--- src/rtl/cpu_types_pkg.sv ---
// Shared CPU types: RAM handshake states, data word, and the memory arbiter FSM encoding.
package cpu_types_pkg;

    localparam int unsigned WORD_W    = 32;
    localparam int unsigned ARB_CNT_W = 8;

    typedef logic [WORD_W-1:0] word_t;

    typedef enum logic [1:0] {
        FREE   = 2'd0,
        BUSY   = 2'd1,
        ACCESS = 2'd2,
        ERROR  = 2'd3
    } ramstate_t;

    typedef enum logic [1:0] {
        IDLE  = 2'd0,
        DLOCK = 2'd1,
        ILOCK = 2'd2
    } arb_state_t;

endpackage

--- src/rtl/mem_arbiter.sv ---
// Arbitrates the single-port RAM between fetch and data access, data first, with a sticky watchdog.
// Optional performance counters are built when MEM_ARB_PERF_EN is defined.
module mem_arbiter
    import cpu_types_pkg::*;
#(
    parameter int unsigned ADDR_W  = 32,
    parameter int unsigned DATA_W  = 32,
    parameter int unsigned LAT_MAX = 15
) (
    input  logic              CLK,
    input  logic              nRST,
    input  logic              iREN,
    input  logic [ADDR_W-1:0] iaddr,
    output logic [DATA_W-1:0] iload,
    output logic              iwait,
    input  logic              dREN,
    input  logic              dWEN,
    input  logic [ADDR_W-1:0] daddr,
    input  logic [DATA_W-1:0] dstore,
    output logic [DATA_W-1:0] dload,
    output logic              dwait,
    output logic              ramREN,
    output logic              ramWEN,
    output logic [ADDR_W-1:0] ramaddr,
    output logic [DATA_W-1:0] ramstore,
    input  logic [DATA_W-1:0] ramload,
    input  ramstate_t         ramstate,
    output logic              tout,
    output word_t             icnt,
    output word_t             dcnt,
    output word_t             scnt
);

    localparam logic [ARB_CNT_W-1:0] LAT_MAX_C = ARB_CNT_W'(LAT_MAX);

    arb_state_t             r_state;
    arb_state_t             w_state_nxt;
    logic [ARB_CNT_W-1:0]   r_cnt;
    logic [ARB_CNT_W-1:0]   w_cnt_nxt;
    logic                   r_tout;
    logic                   w_dreq;
    logic                   w_access;
    logic                   w_down;
    logic                   w_iown;
    logic                   w_iblock;
    logic                   w_dblock;
    logic                   w_icomp;
    logic                   w_dcomp;

    assign w_dreq   = dREN | dWEN;
    assign w_access = (ramstate == ACCESS);
    assign iload    = ramload;
    assign dload    = ramload;
    assign tout     = r_tout;

    always_ff @(posedge CLK or negedge nRST) begin
        if (!nRST) begin
            r_state <= IDLE;
            r_cnt   <= '0;
            r_tout  <= 1'b0;
        end else begin
            r_state <= w_state_nxt;
            r_cnt   <= w_cnt_nxt;
            r_tout  <= r_tout | (w_cnt_nxt == LAT_MAX_C);
        end
    end

    // Grant selection, completion and next state; a locked grant ends on ACCESS or on abort.
    always_comb begin
        w_state_nxt = r_state;
        w_down      = 1'b0;
        w_iown      = 1'b0;
        w_iblock    = 1'b0;
        w_dblock    = 1'b0;
        w_icomp     = 1'b0;
        w_dcomp     = 1'b0;
        ramREN      = 1'b0;
        ramWEN      = 1'b0;
        ramaddr     = '0;
        ramstore    = dstore;

        case (r_state)
            IDLE: begin
                if (w_dreq) begin
                    w_down      = 1'b1;
                    w_dcomp     = w_access;
                    w_state_nxt = w_access ? IDLE : DLOCK;
                end else if (iREN) begin
                    w_iown      = 1'b1;
                    w_icomp     = w_access;
                    w_state_nxt = w_access ? IDLE : ILOCK;
                end
            end
            DLOCK: begin
                w_iblock = 1'b1;
                if (w_dreq) begin
                    w_down  = 1'b1;
                    w_dcomp = w_access;
                    if (w_access) w_state_nxt = IDLE;
                end else begin
                    w_state_nxt = IDLE;
                end
            end
            ILOCK: begin
                w_dblock = 1'b1;
                if (iREN) begin
                    w_iown  = 1'b1;
                    w_icomp = w_access;
                    if (w_access) w_state_nxt = IDLE;
                end else begin
                    w_state_nxt = IDLE;
                end
            end
            default: w_state_nxt = IDLE;
        endcase

        // A combined read+write request is a write.
        if (w_down) begin
            ramWEN  = dWEN;
            ramREN  = ~dWEN;
            ramaddr = daddr;
        end else if (w_iown) begin
            ramREN  = 1'b1;
            ramaddr = iaddr;
        end

        iwait = w_iblock | (iREN & ~w_icomp);
        dwait = w_dblock | (w_dreq & ~w_dcomp);

        if (!nRST) begin
            ramREN  = 1'b0;
            ramWEN  = 1'b0;
            iwait   = 1'b1;
            dwait   = 1'b1;
            w_icomp = 1'b0;
            w_dcomp = 1'b0;
        end
    end

    // Watchdog counts locked cycles, saturating at LAT_MAX.
    always_comb begin
        w_cnt_nxt = r_cnt;
        if (w_state_nxt == IDLE || r_state == IDLE) begin
            w_cnt_nxt = '0;
        end else if (r_cnt < LAT_MAX_C) begin
            w_cnt_nxt = r_cnt + ARB_CNT_W'(1);
        end
    end

`ifdef MEM_ARB_PERF_EN
    word_t r_icnt;
    word_t r_dcnt;
    word_t r_scnt;
    logic  w_stall;

    assign w_stall = (iwait & iREN) | (dwait & w_dreq);

    always_ff @(posedge CLK or negedge nRST) begin
        if (!nRST) begin
            r_icnt <= '0;
            r_dcnt <= '0;
            r_scnt <= '0;
        end else begin
            if (w_icomp) r_icnt <= r_icnt + WORD_W'(1);
            if (w_dcomp) r_dcnt <= r_dcnt + WORD_W'(1);
            if (w_stall) r_scnt <= r_scnt + WORD_W'(1);
        end
    end

    assign icnt = r_icnt;
    assign dcnt = r_dcnt;
    assign scnt = r_scnt;
`else
    assign icnt = '0;
    assign dcnt = '0;
    assign scnt = '0;
`endif

endmodule

--- config.mk ---
export PLATFORM = sky130hd
export DESIGN_NAME = mem_arbiter
export DESIGN_NICKNAME = d
export VERILOG_FILES = /design/src/rtl/cpu_types_pkg.sv /design/src/rtl/mem_arbiter.sv
export SDC_FILE = /design/constraint.sdc
export NUM_CORES = 1
export LEC_CHECK = 0
export BUFFER_PORTS_ARGS = -buffer_cell sky130_fd_sc_hd__buf_2
export CAP_MARGIN = 10
export CORE_AREA = 8 8 134 136
export CTS_BUF_LIST = sky130_fd_sc_hd__clkbuf_4 sky130_fd_sc_hd__clkbuf_8
export DETAILED_ROUTE_END_ITERATION = 6
export DIE_AREA = 0 0 142 144
export GPL_TIMING_DRIVEN = 0
export PLACE_DENSITY = 0.49
export SLEW_MARGIN = 20
export SYNTH_ARGS = -nofsm -noshare
export SYNTH_HDL_FRONTEND = slang
export SYNTH_SLANG_ARGS = --single-unit
--- constraint.sdc ---
create_clock -name CLK -period 1.4 [get_ports CLK]
set_input_delay 0.14 -clock CLK [delete_from_list [all_inputs] [get_ports CLK]]
set_output_delay 0.14 -clock CLK [all_outputs]
set_load 0.02 [all_outputs]
---- Word level (Yosys, flattened, before mapping) ----
Cells that the tools add are included.
word-level totals
  register bits ........................... 11
  output and inout port bits .............. 229
  logic and storage cells ................. 53
  input port bits ......................... 135
operators by class
  muxes and demuxes ....................... 31
  equal/unequal tests ..................... 4
  bitwise logic cells ..................... 9
  order comparisons ....................... 1
  reductions and logical operators ........ 4
  $add $sub $neg .......................... 1
operator list
  cell                   count
  $mux W32               2
  $mux W1                18
  $mux W8                2
  $mux W2                6
  $add A8 B1 Y8 const B  1
  $eq A8 B4 Y1 const B   1
  $lt A8 B4 Y1 const B   1
  $pmux W2 S3            1
  $eq A2 B2 Y1 const B   2
  $logic_not A2 Y1       2
  $or A1 B1 Y1           4
  $pmux W1 S2            2
  $not A1 Y1             3
  $and A1 B1 Y1          2
  $eq A2 B1 Y1 const B   1
  $reduce_or A2 Y1       1
  $logic_or A1 B1 Y1     1

---- Depth between registers and ports, before layout ----
  depth in word-level cells ............... 10
  gate-level depth with buffers ........... 5
  mapped depth without buffers ............ 5

---- Least setup slack after synthesis ----
No wires, ideal clock.
  path type ............................... register to output
  start ................................... register r_state[1]
  end ..................................... output port ramaddr[10]
  arrival time ............................ 1.371 ns
  stages on the path, launching flop included .. 6
  required time ........................... 1.260 ns
  path buffers ............................ 2
  path slack .............................. -0.111 ns
  cell sequence ........................... dfrtp_1 > o21ba_4 > buf_6 > nor3b_4 > buf_6 > a22o_1
on the way
  longest elaborated chain between the ends .. 4
  elaborated cells between the ends (all ways) .. 8
  classes of those cells .................. 2 x eq/ne; 4 x mux; 2 x reduce/logical
ends and longest elaborated chain
  element                                                 line                RTL
  from (decl)                                             mem_arbiter.sv:36   arb_state_t r_state;
  from (signal assigned)                                  mem_arbiter.sv:62   r_state <= w_state_nxt;
  $eq A2 B2 Y1 (tied with other cells)                    mem_arbiter.sv:82   case (r_state)
  $pmux W1 S2 / $reduce_or A2 Y1 (equally long branches)  n/a
  $mux W32 / $mux W1 (equally long branches)              n/a
  $mux W32 *                                              mem_arbiter.sv:118  if (w_down) begin
  to (decl)                                               mem_arbiter.sv:24   output logic [ADDR_W-1:0] ramaddr,
Mark *: on every way between the ends. The rest lies on a longest branch, timed or not.

---- Worst setup path in the final report ----
  start ................................... register r_state[1]
  end ..................................... output port ramaddr[5]
The elaborated chain is that of the path after synthesis.

==> summary by stage <==
Status
The run finished, with violations left. The final reports fail on negative setup slack.

Clocking
The clock drives 11 sinks. The clock passes through at most 2 buffers. The cell at the root of the clock tree is sky130_fd_sc_hd__clkbuf_8. The CTS tree is built. The clock insertion delay at the later pin of the skew report is 0.24 ns. The clock-pin slew reported for the worst setup and hold paths after clock tree synthesis is 0.05 ns. In this run, CTS created clock tree buffers numbering 3. In this run the number of H-tree levels came out at 1.

Synth
The area share of xor/xnor cells in the synthesized design is 0.7269%. The number of distinct library cells after synthesis is 30. Summed over all instances, the cell type with the most area after synthesis is sky130_fd_sc_hd__buf_4. The number of synthesized register bits is 11. The fraction of the mapped netlist area in compound gates is about 17%. Summing the areas of all and, or, nand and nor instances in the mapped netlist gives 7.840% of the synthesized area. Sequential cells were found to cover a little under an eighth of the synthesized design area. The portion of synthesized cell area occupied by the leading cell type is 59.81%. The post-synthesis share of cell area spent on full adders, half adders and majority gates is 0.5192%.

In the synthesized netlist, the number of instances is 292. Sorting the synthesized cells by area gives the leading types as sky130_fd_sc_hd__buf_4, sky130_fd_sc_hd__a22o_1, sky130_fd_sc_hd__dfrtp_1. By area, the combinational part of the netlist is dominated by buffers and inverters. In the synthesized netlist, mux cells make up less than 1% of the area.

The area of the mapped netlist is 2410 sq um. The synthesis warning total is 0. The mean instance size in the synthesized netlist is 8.253 sq um.

Placement
Routability-driven placement finished with a final weighted congestion of roughly 0.75. The number of cells in the design after placement is 810. Input and output buffers added on the ports amount to 203.

The HPWL after detailed placement is 9994 microns.

Power and ir drop
The power after layout is roughly 0.0025 W. The standby leakage power is 2.899 nW. The power per standard cell area is roughly 500 nW/um^2. The worst-case IR drop observed on VDD is 0.2548 mV.

Timing
The worst path uses 126.8% of the clock period. Across the routed clock network, the largest skew measured is 0.004992 ns. Across all setup checks in the final design, the least slack found is -0.3745 ns.

Setup violations remaining at the end of the flow were counted as 36. The maximum operating frequency is between 500 and 600 MHz. For the pin with the worst max-slew slack, the measured transition is a little over 0.5 ns.

The number of pins with negative max-slew slack in the final report is 0. Headroom to the max-slew limit came out at about two thirds. Setup repair after global routing could not meet its margin everywhere. The shortest clock period the worst path allows after layout is 1.775 ns. The final number of hold-violating endpoints is 0.

Cells and area
The number of inserted diodes is 0. In the final layout, the multi-input gates occupy between 1000 and 1500 sq um. In the final layout, the share of cells above drive strength 1 is about three quarters. The area growth from synthesis to layout is 104.5%.

The leading cell type in the layout, fill and taps excluded is sky130_fd_sc_hd__buf_4. In the layout the commonest cells are sky130_fd_sc_hd__buf_4, sky130_fd_sc_hd__buf_2, sky130_fd_sc_hd__conb_1. In the final layout, flip-flops and latches occupy roughly 280 sq um.

The layout has between 1500 and 2000 filler cells. The non-filler instance count after layout is 828. At the end of the flow, the number of nets in the layout was 745.

Worst hold path
The critical hold path startpoint is ramstate[0]. The type of the most critical hold path is input port to flop. The number of cells on the worst hold path is 3.

Global route
The number of antenna violations at the first check in global routing is 0. The wire length of the first global-routing pass is 15240 microns. The overall fraction of global-route tracks in use is 9.535%.

Global routing finished with a remaining overflow of 0. The number of global-route vias before repair is 2673. Entering global routing, the biggest net connects 12 pins.

Die
The area of the core is 16050 sq um. The standard-cell row count is 47. The initial standard-cell utilization of the core is between 15 and 20%. Pin placement for this block handled 364 I/O pins. The die span in y is ~140 microns.

Measured along the x axis, the die boundary spans 142 microns. The floorplan die area is around 20000 sq um.

Setup path
The worst setup slack for register-to-register paths is -0.16 ns. The startpoint-to-endpoint class of the critical path is flop to output port. Along the worst path, the maximum fanout reaches 8. The signal arrival time at the worst endpoint is approximately 1.6 ns. STA puts the critical path data required time at 1.26 ns.

STA classifies the critical path startpoint as a flop. The depth of the worst register-to-register path is 5. STA classifies the critical path endpoint as an output port. The startpoint of the lowest-slack register-to-register path is r_state[1]. The worst setup path startpoint is r_state[1].

Drt
The detailed router finished its first iteration with 22 violations. Once detail routing completed, the nets flagged for antenna violations numbered 0. Summing over every cut layer, the via total after detailed routing is about 2600. The average detailed-routed wire length per instance is 13.64 microns.

Summed over all layers, the routed wires come to 11290 microns. The remaining routing DRC violations is 0. The average via count per standard cell is around 3.1.

The first detailed-routing pass took 4 iterations.

Run
The max-capacitance violation count is 0.
==> metal layers <==
metal / GRT usage, % / vias up / routed length [microns]
met5: 0 / - / 0
met4: 0.5088 / 0 / 12
met3: 5.744 / 2 / 1655
met2: 18.78 / 186 / 6217
met1: 8.436 / 1087 / 3408
li1: - / 1310 / -
==> synthesized netlist by cell type <==
master / count
sky130_fd_sc_hd__buf_4: 192
sky130_fd_sc_hd__a22o_1: 32
sky130_fd_sc_hd__dfrtp_1: 11
sky130_fd_sc_hd__nand2_1: 7
sky130_fd_sc_hd__nor2_1: 7
sky130_fd_sc_hd__buf_6: 4
sky130_fd_sc_hd__nand3_1: 4
sky130_fd_sc_hd__a21oi_1: 3
sky130_fd_sc_hd__and2_1: 3
sky130_fd_sc_hd__clkbuf_1: 3
sky130_fd_sc_hd__nor2b_1: 3
sky130_fd_sc_hd__o21ai_0: 3
sky130_fd_sc_hd__a21o_1: 2
sky130_fd_sc_hd__xor2_1: 2
sky130_fd_sc_hd__a2111oi_4: 1
sky130_fd_sc_hd__a21oi_2: 1
sky130_fd_sc_hd__a41o_1: 1
sky130_fd_sc_hd__and2_2: 1
sky130_fd_sc_hd__and3_1: 1
sky130_fd_sc_hd__and4b_1: 1
sky130_fd_sc_hd__conb_1: 1
sky130_fd_sc_hd__ha_1: 1
sky130_fd_sc_hd__mux2_2: 1
sky130_fd_sc_hd__nand3b_1: 1
sky130_fd_sc_hd__nor3b_1: 1
sky130_fd_sc_hd__nor3b_4: 1
sky130_fd_sc_hd__nor4_4: 1
sky130_fd_sc_hd__o21a_1: 1
sky130_fd_sc_hd__o21ba_4: 1
sky130_fd_sc_hd__o21bai_1: 1
==> state kept, by name, indices dropped and copies added (netlist names) <==
register and cells:
r_cnt 8, r_state 2, tout 1
==> power by group <==
| group | switching, W | total, W | internal (W) |
|---|---|---|---|
| registers | 0.0000172 | 0.000346 | 0.000329 |
| logic | 0.000919 | 0.00184 | 0.000923 |
| clock network | 0.000123 | 0.000318 | 0.000196 |
==> per-stage QoR <==
step	hold WS, ns	TNS, ns	area [sq um]	worst slack, ns	utilization (%)
global route	0.2300	-13.69	4927	-0.4080	30.69
detailed placement	0.06263	-16.93	4317	-0.5289	26.89
finish	0.2182	-12.09	4927	-0.3745	30.69
floorplan	-0.1556	-2.266	3025	-0.07850	-
global placement	0.06305	-16.38	4317	-0.5143	26.89
CTS	0.2117	-11.86	4841	-0.3632	30.15
==> kinds of logic (layout without fill, tap and decap cells) <==
group                      count (synthesis)  in the layout
adders and majority gates                  1              1
and+or+nand+nor                           31             31
other                                      1             96
DFF                                       11             11
buffers and inverters                    199            420
muxes                                      1              1
AOI/OAI and AO/OA                         46             46
xor gates and xnor gates                   2              2
==> timing repair <==
item                                    CTS  global route
pin swaps                                 6             6
endpoints found under the setup margin   42            43
cloned                                    4             0
buffers inserted                          9             3
hold buffers                              1             0
hold endpoints to repair                 11             0
gates resized for setup                  89            17
==> layout make-up <==
| class | count | area share (%) |
|---|---|---|
| well taps | 220 | 5.587 |
| plain buffers | 198 | 31.54 |
| repair buffers | 218 | 29.63 |
| flip-flops and latches | 11 | 5.637 |
| multi-input cells | 177 | 26.66 |
| clock buffers | 3 | 0.8380 |
| clock inverters | 1 | 0.1016 |
==> critical path, stage by stage, from the launching register on <==
cell,delay [ns]
sky130_fd_sc_hd__dfrtp_2,0.41
sky130_fd_sc_hd__o21ba_4,0.26
sky130_fd_sc_hd__nor3b_4,0.06
sky130_fd_sc_hd__buf_12,0.16
sky130_fd_sc_hd__buf_12,0.14
sky130_fd_sc_hd__a22o_4,0.22
sky130_fd_sc_hd__buf_6,0.13
==> worst paths after layout <==
| check | end |
|---|---|
| min | r_state[1] |
| min in group asynchronous | r_cnt[5] |
| max reg2reg | tout |
| min reg2reg | tout |
| max in group asynchronous | r_state[1] |
| max | ramaddr[5] |
(Power assumes the default switching activity.)
